**src/rtl/timer_pkg.sv**
```systemverilog
// Shared definitions for the countdown BCD timer.
//   state_e     : controller state encoding (IDLE/SET/RUN/PAUSE)
//   bcd_time_t  : M:SS time held as three BCD digits
//   BCD_NINE/FIVE : digit reload values used on a borrow
package timer_pkg;

  typedef enum logic [1:0] {
    IDLE  = 2'd0,
    SET   = 2'd1,
    RUN   = 2'd2,
    PAUSE = 2'd3
  } state_e;

  typedef struct packed {
    logic [3:0] mins;
    logic [3:0] tens;
    logic [3:0] ones;
  } bcd_time_t;

  localparam logic [3:0] BCD_NINE = 4'd9;
  localparam logic [3:0] BCD_FIVE = 4'd5;

endpackage

```
**src/rtl/one_sec_tick.sv**
```systemverilog
// Prescaler producing a one-cycle tick every TICKS_PER_SEC enabled cycles.
//   clk    : rising-edge clock
//   rst_n  : asynchronous active-low reset
//   enable : count while high; counter is returned to 0 while low
//   tick   : high on the cycle the counter wraps (combinational from cnt_q)
module one_sec_tick #(
  parameter int unsigned TICKS_PER_SEC = 100
) (
  input  logic clk,
  input  logic rst_n,
  input  logic enable,
  output logic tick
);

  localparam int unsigned CW = (TICKS_PER_SEC > 2) ? $clog2(TICKS_PER_SEC) : 1;
  localparam logic [CW-1:0] LAST = CW'(TICKS_PER_SEC - 1);

  logic [CW-1:0] cnt_q, cnt_d;

  assign tick = enable && (cnt_q == LAST);

  always_comb begin
    cnt_d = '0;
    if (enable && !tick) cnt_d = cnt_q + CW'(1);
  end

  always_ff @(posedge clk or negedge rst_n) begin
    if (!rst_n) cnt_q <= '0;
    else        cnt_q <= cnt_d;
  end

endmodule

```
**src/rtl/countdown_bcd_timer.sv**
```systemverilog
// Microwave cooking-time register and M:SS down-counter.
//   clk, rst_n         : clock, asynchronous active-low reset
//   digit_in/valid     : keypad BCD digit shifted in from the right
//   start/stop/clear   : one-cycle control strobes
//   door_closed        : interlock; opening the door pauses a run
//   mins/sec_tens/sec_ones : registered BCD time for the display decoder
//   running            : high while counting down
//   done               : one-cycle pulse when a run reaches 0:00
module countdown_bcd_timer
  import timer_pkg::*;
#(
  parameter int unsigned TICKS_PER_SEC = 100
) (
  input  logic       clk,
  input  logic       rst_n,
  input  logic [3:0] digit_in,
  input  logic       digit_valid,
  input  logic       start,
  input  logic       stop,
  input  logic       clear,
  input  logic       door_closed,
  output logic [3:0] sec_ones,
  output logic [3:0] sec_tens,
  output logic [3:0] mins,
  output logic       running,
  output logic       done
);

  state_e    state_q, state_d;
  bcd_time_t time_q, time_d;
  logic      running_q, running_d;
  logic      done_q, done_d;
  logic      tick;
  bcd_time_t dec_time, shifted;

  // One BCD second borrow. Tens is not normalised, so 0:99 counts
  // down through 0:9x before borrowing. Never called at 0:00.
  function automatic bcd_time_t bcd_dec(input bcd_time_t t);
    bcd_time_t r;
    r = t;
    if (t.ones != 4'd0) begin
      r.ones = t.ones - 4'd1;
    end else begin
      r.ones = BCD_NINE;
      if (t.tens != 4'd0) begin
        r.tens = t.tens - 4'd1;
      end else begin
        r.tens = BCD_FIVE;
        r.mins = t.mins - 4'd1;
      end
    end
    return r;
  endfunction

  one_sec_tick #(.TICKS_PER_SEC(TICKS_PER_SEC)) u_tick (
    .clk    (clk),
    .rst_n  (rst_n),
    .enable (state_q == RUN),
    .tick   (tick)
  );

  assign dec_time = bcd_dec(time_q);
  assign shifted  = '{mins: time_q.tens, tens: time_q.ones, ones: digit_in};

  always_comb begin
    state_d = state_q;
    time_d  = time_q;
    done_d  = 1'b0;
    if (clear) begin
      state_d = IDLE;
      time_d  = '0;
    end else begin
      case (state_q)
        RUN: begin
          // A tick coinciding with stop/door-open is still applied.
          if (tick) time_d = dec_time;
          if (tick && (dec_time == '0)) begin
            state_d = IDLE;
            done_d  = 1'b1;
          end else if (stop || !door_closed) begin
            state_d = PAUSE;
          end
        end
        default: begin
          if (start && door_closed && (state_q == SET || state_q == PAUSE)) begin
            state_d = RUN;
          end else if (digit_valid && (digit_in <= BCD_NINE)) begin
            time_d  = shifted;
            state_d = (shifted == '0) ? IDLE : SET;
          end
        end
      endcase
    end
    running_d = (state_d == RUN);
  end

  always_ff @(posedge clk or negedge rst_n) begin
    if (!rst_n) begin
      state_q   <= IDLE;
      time_q    <= '0;
      running_q <= 1'b0;
      done_q    <= 1'b0;
    end else begin
      state_q   <= state_d;
      time_q    <= time_d;
      running_q <= running_d;
      done_q    <= done_d;
    end
  end

  assign mins     = time_q.mins;
  assign sec_tens = time_q.tens;
  assign sec_ones = time_q.ones;
  assign running  = running_q;
  assign done     = done_q;

endmodule

```
**config.mk**
```make
export PLATFORM = sky130hd
export DESIGN_NAME = countdown_bcd_timer
export DESIGN_NICKNAME = d
export VERILOG_FILES = /design/src/rtl/timer_pkg.sv /design/src/rtl/one_sec_tick.sv /design/src/rtl/countdown_bcd_timer.sv
export SDC_FILE = /design/constraint.sdc
export NUM_CORES = 1
export LEC_CHECK = 0
export ABC_CLOCK_PERIOD_IN_PS = 4600
export BUFFER_PORTS_ARGS = -buffer_cell sky130_fd_sc_hd__buf_2
export CAP_MARGIN = 20
export CORE_UTILIZATION = 40
export CTS_BUF_LIST = sky130_fd_sc_hd__clkbuf_8
export CTS_CLUSTER_DIAMETER = 120
export DETAILED_ROUTE_END_ITERATION = 10
export PLACE_DENSITY = 0.57
export SYNTH_ARGS = -nofsm -noshare
export SYNTH_HDL_FRONTEND = slang
export SYNTH_SLANG_ARGS = --single-unit
```
**constraint.sdc**
```tcl
create_clock -name clk -period 4.6 [get_ports clk]
set_clock_uncertainty 0.05 [all_clocks]
set_input_delay 0.46 -clock clk [delete_from_list [all_inputs] [get_ports clk]]
set_output_delay 0.46 -clock clk [all_outputs]
set_load 0.03 [all_outputs]
```
Yosys cells after proc, flatten, opt, wreduce, memory -nomap -nowiden
Cells that the tools add are included.
{"block": "op_classes", "n_mux": 20, "mul": 0, "shifts": 0, "n_eq_ne": 7, "order_cmp": 1, "bitwise_logic": 0, "n_div": 0, "add_sub_neg": 4, "reduce_logical": 16}
{"op": "2-to-1 mux 12 bit", "count": 5}
{"op": "logical NOT 12 bit", "count": 2}
{"op": "2-to-1 mux 2 bit", "count": 6}
{"op": "2-to-1 mux 4 bit", "count": 3}
{"op": "subtractor 4 x 1 -> 4 bit, second input constant", "count": 3}
{"op": "2-to-1 mux 8 bit", "count": 1}
{"op": "nonzero test 4 bit", "count": 2}
{"op": "adder 7 x 1 -> 7 bit, second input constant", "count": 1}
{"op": "equality test 7 bit, second input constant", "count": 1}
{"op": "2-to-1 mux 7 bit", "count": 1}
{"op": "equality test 2 bit, second input constant", "count": 3}
{"op": "logical AND 1 bit", "count": 6}
{"op": "<= comparator 4 bit, second input constant", "count": 1}
{"op": "2-to-1 mux 1 bit", "count": 4}
{"op": "!= test 3 x 2 -> 1 bit, second input constant", "count": 1}
{"op": "!= test 3 bit, second input constant", "count": 1}
{"op": "AND reduction 3 bit", "count": 1}
{"op": "nonzero test 3 bit", "count": 1}
{"op": "equality test 2 x 1 -> 1 bit, second input constant", "count": 1}
{"op": "logical NOT 1 bit", "count": 2}
{"op": "logical OR 1 bit", "count": 2}
{"block": "word_totals", "elab_cells": 55, "regBits": 23, "ram_bits": 0, "latch_bits": 0, "n_memories": 0, "in_bits": 11, "rom_bits": 0}

Longest topological paths before layout
Gate-level depths: netlist (run 1).
{"block": "logic_depth", "ltp_word": 9, "ltp_mapped": 7}

Cells and area by module
A second synthesis (run 1) with hierarchy kept.
{"block": "hier_totals", "hier_cells": 162, "area_unflattened_um2": 1450.1}
{"module": "countdown_bcd_timer", "cells_each": 130, "instances": 1, "seq_area_each_um2": 400.4, "area_per_inst_um2": 1128.6}
{"module": "one_sec_tick", "cells_each": 32, "instances": 1, "seq_area_each_um2": 175.2, "area_per_inst_um2": 321.6}

Least setup slack after synthesis (run 1)
No wires, ideal clock.
{"block": "synth_path", "path_kind": "register to register", "startpoint": "reg time_q, in the netlist sec_ones[0]", "endpoint": "reg running_q, in the netlist running", "path_slack_ns": 2.496, "setup_time_ns": 0.120, "arrival_ns": 1.935, "path_stages_with_launch": 7, "period_less_slack_ns": 2.104, "cell_sequence": "dfrtp_1 clkbuf_1 or4_4 nor3_4 a31oi_1 a21o_1 and3_1"}
{"block": "synth_between", "elab_chain_cells": 8, "elab_cells_between_ends": 14, "cone_classes": "add/sub (1); eq/ne (1); mux (8); reduce/logical (4)"}
{"item": "start: declaration", "line": "countdown_bcd_timer.sv:30", "source": "bcd_time_t time_q, time_d;"}
{"item": "start signal: assignment", "line": "countdown_bcd_timer.sv:105", "source": "time_q <= time_d;"}
{"item": "subtractor 4 x 1 -> 4 bit or nonzero test 4 bit (tied branches)", "line": "countdown_bcd_timer.sv:42, countdown_bcd_timer.sv:41"}
{"item": "2-to-1 mux 4 bit or 2-to-1 mux 8 bit (tied branches)", "line": "countdown_bcd_timer.sv:41", "source": "if (t.ones != 4'd0) begin"}
{"item": "logical NOT 12 bit", "line": "countdown_bcd_timer.sv:77", "source": "if (tick && (dec_time == '0)) begin"}
{"item": "logical AND 1 bit", "line": "countdown_bcd_timer.sv:77"}
{"item": "2-to-1 mux 2 bit", "line": "countdown_bcd_timer.sv:77"}
{"item": "2-to-1 mux 2 bit (*)", "line": "countdown_bcd_timer.sv:73", "source": "case (state_q)"}
{"item": "2-to-1 mux 2 bit (*)", "line": "countdown_bcd_timer.sv:69", "source": "if (clear) begin"}
{"item": "equality test 2 bit (*)", "line": "countdown_bcd_timer.sv:94", "source": "running_d = (state_d == RUN);"}
{"item": "named net running_d", "line": "countdown_bcd_timer.sv:31", "source": "logic running_q, running_d;"}
{"item": "end signal: assignment", "line": "countdown_bcd_timer.sv:106", "source": "running_q <= running_d;"}
{"item": "end: declaration", "line": "countdown_bcd_timer.sv:31"}
Mark *: on every way through the listed nets, which the timed path passes. The rest lies on a longest branch.
A chain may end at the register's enable or synchronous reset.

Final worst setup path (run 1)
{"block": "layout_path", "startpoint": "reg state_q[0]", "endpoint": "reg time_q, in the netlist mins[0]"}
{"block": "layout_between", "elab_chain_cells": 5, "elab_cells_between_ends": 12, "cone_classes": "eq/ne (5); mux (2); reduce/logical (5)"}
{"item": "start: declaration", "line": "countdown_bcd_timer.sv:29", "source": "state_e state_q, state_d;"}
{"item": "start signal: assignment", "line": "countdown_bcd_timer.sv:104", "source": "state_q <= state_d;"}
{"item": "equality test 2 x 1 -> 1 bit or equality test 2 bit (tied branches)", "line": "countdown_bcd_timer.sv:85", "source": "if (start && door_closed && (state_q == SET || state_q == PAUSE)) begin"}
{"item": "logical OR 1 bit", "line": "countdown_bcd_timer.sv:85"}
{"item": "logical AND 1 bit", "line": "countdown_bcd_timer.sv:85"}
{"item": "!= test 3 x 2 -> 1 bit (no line)"}
{"item": "AND reduction 3 bit (no line)"}
Parallel ways exist; a longest one is shown, timed or not.

==> impl_summary.txt, run 1 <==
----------------------------------------------------
[Status]
  Outcome ... finished clean

[Die]
  Y dimension of the die ... a little over 60 um
  Placement Rows ... 21
  Starting utilization of the core area ... roughly two fifths
  Die boundary width ... ~61 um
  Total die area ... between 0.003 and 0.004 mm2
  Placeable core region ... around 0.0033 mm2
  Number of top-level pins ... 25

[Clock tree]
  Register clock-pin slew on the reported worst setup and hold paths ... around 90 ps
  Post_cts resized ... 0
  CTS max path bufs ... 2
  Number of clock sinks ... 23
  CTS Buf Count ... 3
  CTS tree ... built
  Source-to-sink clock delay at the later pin of the worst-skew pair ... approximately 280 ps
  Number of buffers inserted to repair setup after CTS ... 0
  H-tree levels ... 1
  CTS Hold Bufs ... 0
  Buffer cell driving the clock tree root ... sky130_fd_sc_hd__clkbuf_8

[Global routing]
  Global-route wire length before repair ... between 5000 and 6000 um
  Maximum number of pins on one net before global-route repair ... 26
  Remaining Overflow, GRT ... 0
  Antenna violations before repair ... 0
  Global routing usage summed across all routing layers ... 21.47%
  Via count of the first global-routing pass ... around 1.2k

[Placed design]
  Detailed-placement wirelength estimate ... about 2500 um
  Total of buffers placed on input and output ports ... 24
  Placed cell count ... about 230
  Last weighted congestion value of the routability-driven placer ... between 0.7 and 0.8

[Setup path]
  Largest driver fanout on the critical path ... 25
  Category of the critical setup timing path ... flop to flop
  Critical Path Slowest Stage Cell ... sky130_fd_sc_hd__nand2b_1
  Required @ worst endpoint ... ~4700 ps
  R2r worst-path depth ... 5
  Critical register-to-register path endpoint ... mins[0]$_DFFE_PN0P_
  Maximum single-stage delay on the critical path ... approximately 680 ps
  Setup slack on the worst flop-to-flop path ... between 2000 and 2500 ps
  R2r startpoint ... state_q[0]$_DFF_PN0_
  Crit start category ... flop
  Sequence of cells on the critical path ... nand2b_1 -> nand4_1 -> a21bo_1 -> o21ai_0 -> a31o_2
  Data arrival time of the critical path ... ~2400 ps
  Crit end category ... flop

[Power]
  Post-route total power ... between 0.4 and 0.5 mW
  Leakage ... ~0.7 nW
  Largest voltage drop on the vdd net ... between 0.1 and 0.15 mV
  Power Density ... 277.7 mW/mm2

[Logic synthesis]
  Number of flops mapped to enable cells by yosys ... 0
  Seq cells post-synth ... 23
  Synthesized area ... between 0.001 and 0.0015 mm2
  Dominant register cell in the synthesized netlist ... sky130_fd_sc_hd__dfrtp_1
  Net count of the mapped netlist ... around 180
  Avg Cell Area, Syn ... about 8.4 um2
  Part of the Yosys area used for sequential elements ... slightly above 40%
  Post-synth cell types ... 41
  Mapped Cells ... 166
  Fraction of registers with async set/reset ... 100.0%
  Synthesis Warnings ... 0

[Route]
  DRC ... 0
  Overall routed net length ... 3519 um
  Residual antenna-violating net count after detailed routing ... 0
  DR vias ... 1371
  Number of optimization iterations in the first detailed-route pass ... 6
  Routed wirelength normalized by instance count ... ~15 um
  Via-per-instance ratio ... ~6
  Iteration-0 DRC count of the detailed router ... slightly below 50

[STA]
  Total setup violations reported at the end of the flow ... 0
  Worst-Margin Slew ... 1006 ps
  Worst slack on hold paths ... 101.3 ps
  Max-slew violation count ... 0
  Max Freq ... around 0.43 GHz
  Post-layout minimum cycle time ... 2314 ps
  Accumulated negative setup slack ... 0 ps
  Unrepaired setup endpoints after global routing ... no
  Part of the cycle the worst path needs ... between 50% and 60%
  Number of endpoints with negative hold slack in the final report ... 0
  Headroom to the max-slew limit ... 32.83%

[Final layout]
  Number of antenna repair diodes ... 0
  Most frequent standard cell in the layout excluding fill and tap cells ... sky130_fd_sc_hd__buf_2
  Non-filler instance count after layout ... about 230
  Final layout net count ... around 200
  Synthesis-to-finish area growth ... 14.66%
  Share of cells above drive strength 1 ... about 18%
  Most frequent cells in the layout ... 24 x sky130_fd_sc_hd__buf_2, 23 x sky130_fd_sc_hd__nor2_1, 23 x sky130_fd_sc_hd__dfrtp_1, 15 x sky130_fd_sc_hd__nand2_1, 13 x sky130_fd_sc_hd__o21ai_0

[Hold path]
  Worst hold path type ... input port to asynchronous set/reset pin

[Flow run]
  Number of violations of the max-capacitance limit ... 0

----------------------------------------------------
logic make-up after synthesis:
kind of cell | after synthesis | synth area share [%]
xor gates and xnor gates | 6 | 3.777
AOI/OAI and AO/OA | 41 | 18.80
adders and majority gates | 2 | 1.798
and+or+nand+nor | 81 | 30.30
DFF | 23 | 41.37
buffers and inverters | 12 | 3.237
muxes | 1 | 0.7195
routing by layer:
| metal | track usage, % | vias up | wire, um |
|---|---|---|---|
| met5 | 0 | - | 0 |
| met4 | 9.091 | 0 | 74 |
| met3 | 2.559 | 7 | 142 |
| met2 | 34.38 | 39 | 1637 |
| met1 | 29.39 | 678 | 1664 |
| li1 | - | 647 | - |
worst max path at each step:
stage / startpoint / to / cells after the start
floorplan: sec_ones[0]$_DFFE_PN0P_ / running$_DFF_PN0_ / 6
global placement: state_q[0]$_DFF_PN0_ / mins[0]$_DFFE_PN0P_ / 5
detailed placement: state_q[0]$_DFF_PN0_ / mins[0]$_DFFE_PN0P_ / 5
CTS: state_q[0]$_DFF_PN0_ / mins[0]$_DFFE_PN0P_ / 5
global route: state_q[0]$_DFF_PN0_ / mins[0]$_DFFE_PN0P_ / 5
finish: state_q[0]$_DFF_PN0_ / mins[0]$_DFFE_PN0P_ / 5
final cells by class:
| class | count | area (um2) |
|---|---|---|
| inverters | 4 | 15.01 |
| fillers | 361 | 1742 |
| well taps | 46 | 57.56 |
| clock buffers | 3 | 41.29 |
| flip-flops and latches | 23 | 575.6 |
| repair buffers | 25 | 127.6 |
| clock inverters | 1 | 7.507 |
| multi-input cells | 131 | 770.7 |
cell usage after synthesis, types with 2 or more instances:
| master | n | share of area (%) |
|---|---|---|
| sky130_fd_sc_hd__a211oi_1 | 2 | 1.1 |
| sky130_fd_sc_hd__a21oi_1 | 10 | 3.6 |
| sky130_fd_sc_hd__a31oi_1 | 2 | 0.90 |
| sky130_fd_sc_hd__and2_1 | 2 | 0.90 |
| sky130_fd_sc_hd__and3_1 | 2 | 0.90 |
| sky130_fd_sc_hd__clkbuf_1 | 7 | 1.9 |
| sky130_fd_sc_hd__dfrtp_1 | 23 | 41 |
| sky130_fd_sc_hd__ha_1 | 2 | 1.8 |
| sky130_fd_sc_hd__inv_1 | 4 | 1.1 |
| sky130_fd_sc_hd__nand2_1 | 15 | 4.0 |
| sky130_fd_sc_hd__nand2b_1 | 6 | 2.7 |
| sky130_fd_sc_hd__nand3_1 | 7 | 2.5 |
| sky130_fd_sc_hd__nand3b_1 | 2 | 1.1 |
| sky130_fd_sc_hd__nand4_1 | 5 | 2.2 |
| sky130_fd_sc_hd__nor2_1 | 23 | 6.2 |
| sky130_fd_sc_hd__nor2b_1 | 2 | 0.90 |
| sky130_fd_sc_hd__nor3_1 | 6 | 2.2 |
| sky130_fd_sc_hd__nor4_1 | 4 | 1.8 |
| sky130_fd_sc_hd__o21ai_0 | 13 | 4.7 |
| sky130_fd_sc_hd__o41ai_1 | 2 | 1.3 |
| sky130_fd_sc_hd__or3_1 | 3 | 1.3 |
| sky130_fd_sc_hd__xnor2_1 | 4 | 2.5 |
| sky130_fd_sc_hd__xor2_1 | 2 | 1.3 |
critical path: cells and delay by family, from the launching register on:
kind            cells  cell delay [ps]
simple gates        2              880
compound gates      3              860
flops               1              410
registers in the layout, summed over array words and instances (netlist names):
signal / cells
mins: 4
state_q: 2
u_tick.cnt_q: 7
sec_ones: 4
running: 1
sec_tens: 4
done: 1
metrics by stage:
stage	util [%]	area, um2	setup slack [ps]
after floorplan	-	1391	2496
after global placement	46.34	1546	2422
after detailed placement	46.34	1546	2352
after CTS	47.81	1595	2304
after global routing	47.81	1595	2139
final	47.81	1595	2286
power by group:
| part | internal (mW) | switching [mW] |
|---|---|---|
| sequential | 0.208 | 0.0120 |
| combinational | 0.0322 | 0.0585 |
| clock | 0.0615 | 0.0705 |
| total | 0.302 | 0.141 |
(Power assumes the default switching activity.)
==> run 2: changes to the inputs <==
Settings changed: ABC_AREA set to 1, ABC_CLOCK_PERIOD_IN_PS 4600 to 2000, PLACE_DENSITY 0.57 to 0.59.
Clock period 4.6 ns to 2 ns, I/O delays scaled along.
==> run 2 against run 1 <==
Global-route usage down 2.5 points. Combinational power grew to 4.9 times the previous value. Cell area rose by 7.1%. Worst hold slack gained 26 ps. Flip-flop and latch count unchanged. Utilization increased by 2.2 points. Cell count grew 21%. Area after synthesis rose by 4.7%. Critical path type unchanged. Critical endpoint is now state_q[0]$_DFF_PN0_.
==> impl_summary.txt, run 2 <==
----------------------------------------------------
[Status]
  Outcome ... finished clean

[Die]
  Total die area ... 0.003886 mm2
  Number of top-level pins ... 25
  Placeable core region ... between 0.003 and 0.004 mm2
  Die boundary width ... 62.34 um
  Starting utilization of the core area ... a little over two fifths
  Y dimension of the die ... approximately 62 um
  Placement Rows ... 21

[Final layout]
  Share of cells above drive strength 1 ... between 15 and 20%
  Number of flip-flops in the largest register ... 7
  Most frequent standard cell in the layout excluding fill and tap cells ... sky130_fd_sc_hd__nand2_1
  Number of antenna repair diodes ... 0
  Most frequent cells in the layout ... 42 x sky130_fd_sc_hd__nand2_1, 34 x sky130_fd_sc_hd__nor2_1, 31 x sky130_fd_sc_hd__inv_1, 24 x sky130_fd_sc_hd__buf_2, 23 x sky130_fd_sc_hd__dfrtp_1
  Register with the highest flop count ... u_tick.cnt_q
  Final layout net count ... 251
  Final core occ ... approximately 50%
  Synthesis-to-finish area growth ... 17.27%

[Clock tree]
  Source-to-sink clock delay at the later pin of the worst-skew pair ... between 200 and 300 ps
  Post_cts resized ... 0
  CTS tree ... built
  CTS max path bufs ... 2
  CTS Buf Count ... 3
  Register clock-pin slew on the reported worst setup and hold paths ... 90 ps
  Number of clock sinks ... 23
  Number of buffers inserted to repair setup after CTS ... 0
  Buffer cell driving the clock tree root ... sky130_fd_sc_hd__clkbuf_8
  H-tree levels ... 1
  CTS Hold Bufs ... 1

[STA]
  Total setup violations reported at the end of the flow ... 0
  Max-slew violation count ... 0
  Part of the cycle the worst path needs ... 90.13%
  Fin worst setup slack ... about 200 ps
  Worst-Margin Slew ... 524.5 ps
  Number of endpoints with negative hold slack in the final report ... 0
  Unrepaired setup endpoints after global routing ... no
  Post-layout minimum cycle time ... ~1800 ps
  Max Freq ... between 0.5 and 0.6 GHz
  Headroom to the max-slew limit ... approximately two thirds
  Accumulated negative setup slack ... 0 ps

[Route]
  Number of optimization iterations in the first detailed-route pass ... 4
  Via-per-instance ratio ... 4.912
  Residual antenna-violating net count after detailed routing ... 0
  Routed wirelength normalized by instance count ... 12.09 um
  Iteration-0 DRC count of the detailed router ... 52
  Overall routed net length ... approximately 3400 um
  DR vias ... between 1k and 1.5k
  DRC ... 0

[Logic synthesis]
  Largest area contributor in the netlist ... sky130_fd_sc_hd__dfrtp_1
  Mapped Cells ... 207
  Count leader, synth ... sky130_fd_sc_hd__nand2_1
  Avg Cell Area, Syn ... roughly 7.0 um2
  Dominant register cell in the synthesized netlist ... sky130_fd_sc_hd__dfrtp_1
  Number of flops mapped to enable cells by yosys ... 0
  Net count of the mapped netlist ... 220
  Seq cells post-synth ... 23
  Synthesis Warnings ... 0
  Fraction of registers with async set/reset ... 100.0%
  Synthesized area ... 0.001456 mm2
  Leading cell types by total area after synthesis ... sky130_fd_sc_hd__dfrtp_1 40%, sky130_fd_sc_hd__nand2_1 11%, sky130_fd_sc_hd__nor2_1 8.8%
  Post-synth cell types ... 27
  Part of the Yosys area used for sequential elements ... about two fifths
  Area share of the largest cell type after synthesis ... 39.52%
  Synth cell count leaders ... 42 x sky130_fd_sc_hd__nand2_1, 34 x sky130_fd_sc_hd__nor2_1, 31 x sky130_fd_sc_hd__inv_1

[Flow run]
  Number of violations of the max-capacitance limit ... 0

[Setup path]
  Category of the critical setup timing path ... flop to flop
  Required @ worst endpoint ... 2120 ps
  Largest driver fanout on the critical path ... 7
  Data arrival time of the critical path ... around 1900 ps
  Crit start category ... flop
  Crit end category ... flop

[Global routing]
  Global routing usage summed across all routing layers ... between 10% and 20%
  Antenna violations before repair ... 0
  Maximum number of pins on one net before global-route repair ... 24
  Remaining Overflow, GRT ... 0
  Via count of the first global-routing pass ... around 1.3k
  Global-route wire length before repair ... ~5900 um

[Placed design]
  Post-Place Setup Slack ... between 200 and 250 ps
  Total of buffers placed on input and output ports ... 24
  Last weighted congestion value of the routability-driven placer ... slightly below 0.9
  Detailed-placement wirelength estimate ... about 2600 um

[Power]
  Post-route total power ... 1.254 mW
  Power Density ... between 700 and 800 mW/mm2
  Leakage ... roughly 0.9 nW
  Largest voltage drop on the vdd net ... around 0.37 mV

[Hold path]
  Worst hold path type ... input port to flop

----------------------------------------------------
run 2: cell types whose count changed after synthesis, sizes merged, moves of 6 or more:
cell / delta
nor2: +15
inv: +28
nand3: +6
nand2b: -6
o22ai: +9
nand2: +33
run 2: cells by family (layout without fill, tap and decap cells):
logic type,after synthesis,in the layout,synth area share [%]
DFF,23,23,39.52
xor gates and xnor gates,3,3,1.804
adders and majority gates,2,2,1.718
AOI/OAI and AO/OA,37,37,14.52
and+or+nand+nor,107,107,33.33
buffers and inverters,35,65,9.106
run 2: path summary, 6_finish.rpt:
| check | startpoint | end | slack (ps) | depth (start not counted) |
|---|---|---|---|---|
| worst max-delay path | sec_ones[2]$_DFFE_PN0P_ | state_q[0]$_DFF_PN0_ | 200 | 9 |
| worst min-delay path | clear | done$_DFF_PN0_ | 130 | 2 |
| worst max register to register | sec_ones[2]$_DFFE_PN0P_ | state_q[0]$_DFF_PN0_ | 200 | 9 |
| worst min register to register | u_tick.cnt_q[0]$_DFF_PN0_ | u_tick.cnt_q[0]$_DFF_PN0_ | 420 | 1 |
| max in group asynchronous | rst_n | sec_ones[2]$_DFFE_PN0P_ | 1160 | 2 |
| min in group asynchronous | rst_n | u_tick.cnt_q[3]$_DFF_PN0_ | 380 | 2 |
run 2: through the flow:
step	std cells	instance area, um2	hold WS (ps)
3_5_place_dp	278	1652	168.9
6_report	283	1708	127.1
5_1_grt	283	1708	123.6
2_1_floorplan	207	1456	-145.6
3_3_place_gp	278	1652	170.8
4_1_cts	283	1708	114.7
run 2: power breakdown:
group,switching [mW],internal (mW)
clock network,0.155,0.139
registers,0.0300,0.489
logic,0.298,0.143
run 2: cell type report:
cell class / count / area [um2]
clock buffer: 3 / 41.29
clock inverter: 1 / 5.005
fill: 350 / 1708
inverter: 32 / 120.1
multi-input combinational: 149 / 748.2
sequential: 23 / 575.6
tap: 46 / 57.56
timing repair buffer: 29 / 160.2
run 2: routing by layer:
| metal | GRT usage [%] | part of all wire [%] |
|---|---|---|
| met4 | 5.233 | 0.96 |
| met2 | 27.06 | 40 |
| met3 | 2.206 | 3.6 |
| met5 | 0 | 0 |
| met1 | 29.75 | 55 |
run 2: worst max-delay path, stage by stage (launching register included):
cell and delay [ps]:
sky130_fd_sc_hd__dfrtp_1 450, sky130_fd_sc_hd__nor2_4 200, sky130_fd_sc_hd__nand2_4 110, sky130_fd_sc_hd__nor2_8 170
sky130_fd_sc_hd__nand2_1 120, sky130_fd_sc_hd__xor2_1 200, sky130_fd_sc_hd__nor2_1 70, sky130_fd_sc_hd__nand2_1 60
sky130_fd_sc_hd__nand2_1 60, sky130_fd_sc_hd__a21boi_0 220
==> run 3: changes to the inputs <==
Settings changed: CORE_UTILIZATION 40 to 52, PLACE_DENSITY 0.59 to 0.75.
==> run 3 against run 2 <==
Count of clock-buffer cells in the layout is the same. First-iteration DRC count fell by 54%. Register-to-register slack got worse by 50 ps. Non-clock buffer count fell by 2. Critical endpoint is now running$_DFF_PN0_.
==> impl_summary.txt, run 3 (synthesized netlist as in run 2, its figures left out) <==
----------------------------------------------------
[Hold path]
  Worst hold path type ... input port to flop

[Setup path]
  Most frequent cell on the critical path ... sky130_fd_sc_hd__nand2_2
  Category of the critical setup timing path ... flop to flop
  Crit path depth ... 11
  R2r startpoint ... sec_ones[2]$_DFFE_PN0P_
  Source of the critical timing path ... sec_ones[2]$_DFFE_PN0P_
  Data arrival time of the critical path ... between 1500 and 2000 ps
  Sequence of cells on the critical path ... nor2_4 -> nand2_4 -> nor2_8 -> nand2_2 -> nand2_2 -> inv_1 -> nor2_1 -> nand3_1 -> or2_1 -> nand2_2 -> a21oi_2
  CP endpoint ... running$_DFF_PN0_
  Dominant delay contributor by cell family on the critical path ... simple AND/OR/NAND/NOR gates
  R2r worst-path depth ... 11
  Maximum single-stage delay on the critical path ... between 400 and 500 ps
  CP Buf/Inv Count ... 1
  Required @ worst endpoint ... 2100 ps
  Largest driver fanout on the critical path ... 7
  Crit end category ... flop
  Critical register-to-register path endpoint ... running$_DFF_PN0_
  Setup slack on the worst flop-to-flop path ... between 100 and 150 ps
  Crit start category ... flop
  Critical Path Slowest Stage Cell ... sky130_fd_sc_hd__dfrtp_1

[Die]
  Number of top-level pins ... 25
  Y dimension of the die ... roughly 55 um
  Placeable core region ... around 0.0026 mm2
  Placement Rows ... 18
  Starting utilization of the core area ... 56.73%
  Die boundary width ... 54.92 um
  Total die area ... 0.003016 mm2

[Global routing]
  Maximum number of pins on one net before global-route repair ... 24
  Met3 layer usage reported by global route ... 4.372%
  Global routing usage summed across all routing layers ... around a quarter
  Antenna violations before repair ... 0
  Most Used Layer, Global Route ... met2
  Global-route wire length before repair ... between 5000 and 6000 um
  GR Layer Usage met2 ... between 40% and 50%
  Via count of the first global-routing pass ... around 1.3k
  Met1 capacity usage during global routing ... approximately 34%
  Remaining Overflow, GRT ... 0

[Placed design]
  Last weighted congestion value of the routability-driven placer ... approximately 0.83
  Placed cell count ... 260
  Total of buffers placed on input and output ports ... 24
  Detailed-placement wirelength estimate ... about 2700 um

[STA]
  Max-slew violation count ... 0
  Headroom to the max-slew limit ... 66.19%
  Accumulated negative setup slack ... 0 ps
  Worst-Margin Slew ... a little over 500 ps
  Max Freq ... 0.5396 GHz
  Number of endpoints with negative hold slack in the final report ... 0
  Total setup violations reported at the end of the flow ... 0
  Post-layout minimum cycle time ... around 1900 ps
  Unrepaired setup endpoints after global routing ... no
  Part of the cycle the worst path needs ... a little over 90%

[Final layout]
  Final core occ ... around two thirds
  Synthesis-to-finish area growth ... 15.64%
  Share of cells above drive strength 1 ... 17.45%
  Number of antenna repair diodes ... 0
  Layout fillers ... 245
  Register with the highest flop count ... u_tick.cnt_q
  Most frequent cells in the layout ... 42 x sky130_fd_sc_hd__nand2_1, 34 x sky130_fd_sc_hd__nor2_1, 32 x sky130_fd_sc_hd__inv_1, 24 x sky130_fd_sc_hd__buf_2, 23 x sky130_fd_sc_hd__dfrtp_1
  Final layout net count ... ~250
  Non-filler instance count after layout ... approximately 270
  Most frequent standard cell in the layout excluding fill and tap cells ... sky130_fd_sc_hd__nand2_1
  Number of flip-flops in the largest register ... 7

[Power]
  Largest voltage drop on the vdd net ... 0.5233 mV
  Power Density ... around 740 mW/mm2
  Leakage ... 0.8962 nW
  Post-route total power ... about 1.2 mW

[Clock tree]
  Number of clock sinks ... 23
  CTS max path bufs ... 2
  Source-to-sink clock delay at the later pin of the worst-skew pair ... about 260 ps
  CTS tree ... built
  Register clock-pin slew on the reported worst setup and hold paths ... 80 ps
  H-tree levels ... 1
  Number of buffers inserted to repair setup after CTS ... 0
  CTS Buf Count ... 3
  Post_cts resized ... 0
  Buffer cell driving the clock tree root ... sky130_fd_sc_hd__clkbuf_8

[Route]
  DR vias ... 1418
  Residual antenna-violating net count after detailed routing ... 0
  DRC ... 0
  Via-per-instance ratio ... between 5 and 6
  Routed wirelength normalized by instance count ... about 13 um
  Iteration-0 DRC count of the detailed router ... 24
  Number of optimization iterations in the first detailed-route pass ... 4
  Overall routed net length ... 3401 um

[Status]
  Outcome ... finished clean

[Flow run]
  Number of violations of the max-capacitance limit ... 0

----------------------------------------------------
run 3: cell types whose count changed in the layout (fill, tap and decap cells not counted):
cell                       before  now
sky130_fd_sc_hd__inv_1         31   32
sky130_fd_sc_hd__clkinv_2       1    0
sky130_fd_sc_hd__buf_12         0    1
sky130_fd_sc_hd__buf_4          4    1
run 3: timing repair:
| action | 4_1_cts | 5_1_grt |
|---|---|---|
| endpoints found under the setup margin | 0 | 1 |
| hold buffers | 1 | 0 |
| endpoints found under the hold margin | 23 | 0 |
run 3: layer usage:
layer	vias to the layer above	share of wire (%)
met1	646	47
met2	47	46
li1	720	-
met4	0	0.88
met5	-	0
met3	5	5.6
run 3: final cells by class:
cell class | count | area [um2] | share of cell area (%)
clock buffers | 3 | 41.29 | 2.452
well taps | 30 | 37.54 | 2.229
repair buffers | 27 | 157.7 | 9.361
inverters | 32 | 120.1 | 7.132
clock inverters | 1 | 3.754 | 0.2229
multi-input cells | 149 | 748.2 | 44.43
flip-flops and latches | 23 | 575.6 | 34.18
run 3: metrics by stage:
stage	hold slack, ps	cell area, um2	setup WS (ps)
floorplan	-145.6	1456	224.8
global placement	151.6	1629	196.0
detailed placement	161.1	1629	146.2
CTS	116.0	1684	129.2
global route	130.7	1684	9.960
finish	125.7	1684	146.9
run 3: report_power, final:
group	switching, mW	total (mW)	leakage [nW]	internal [mW]
logic	0.296	0.439	0.553	0.143
clock network	0.148	0.285	0.0269	0.137
registers	0.0308	0.520	0.317	0.489
total	0.475	1.24	0.896	0.769
run 3: how the worst min path moves through the flow:
stage,start,end,slack [ps],depth (start not counted)
after floorplan,rst_n,done$_DFF_PN0_,-150,0
after global placement,rst_n,running$_DFF_PN0_,150,1
after detailed placement,rst_n,state_q[1]$_DFF_PN0_,160,1
after CTS,clear,done$_DFF_PN0_,120,2
after global routing,clear,done$_DFF_PN0_,130,2
final,clear,done$_DFF_PN0_,130,2
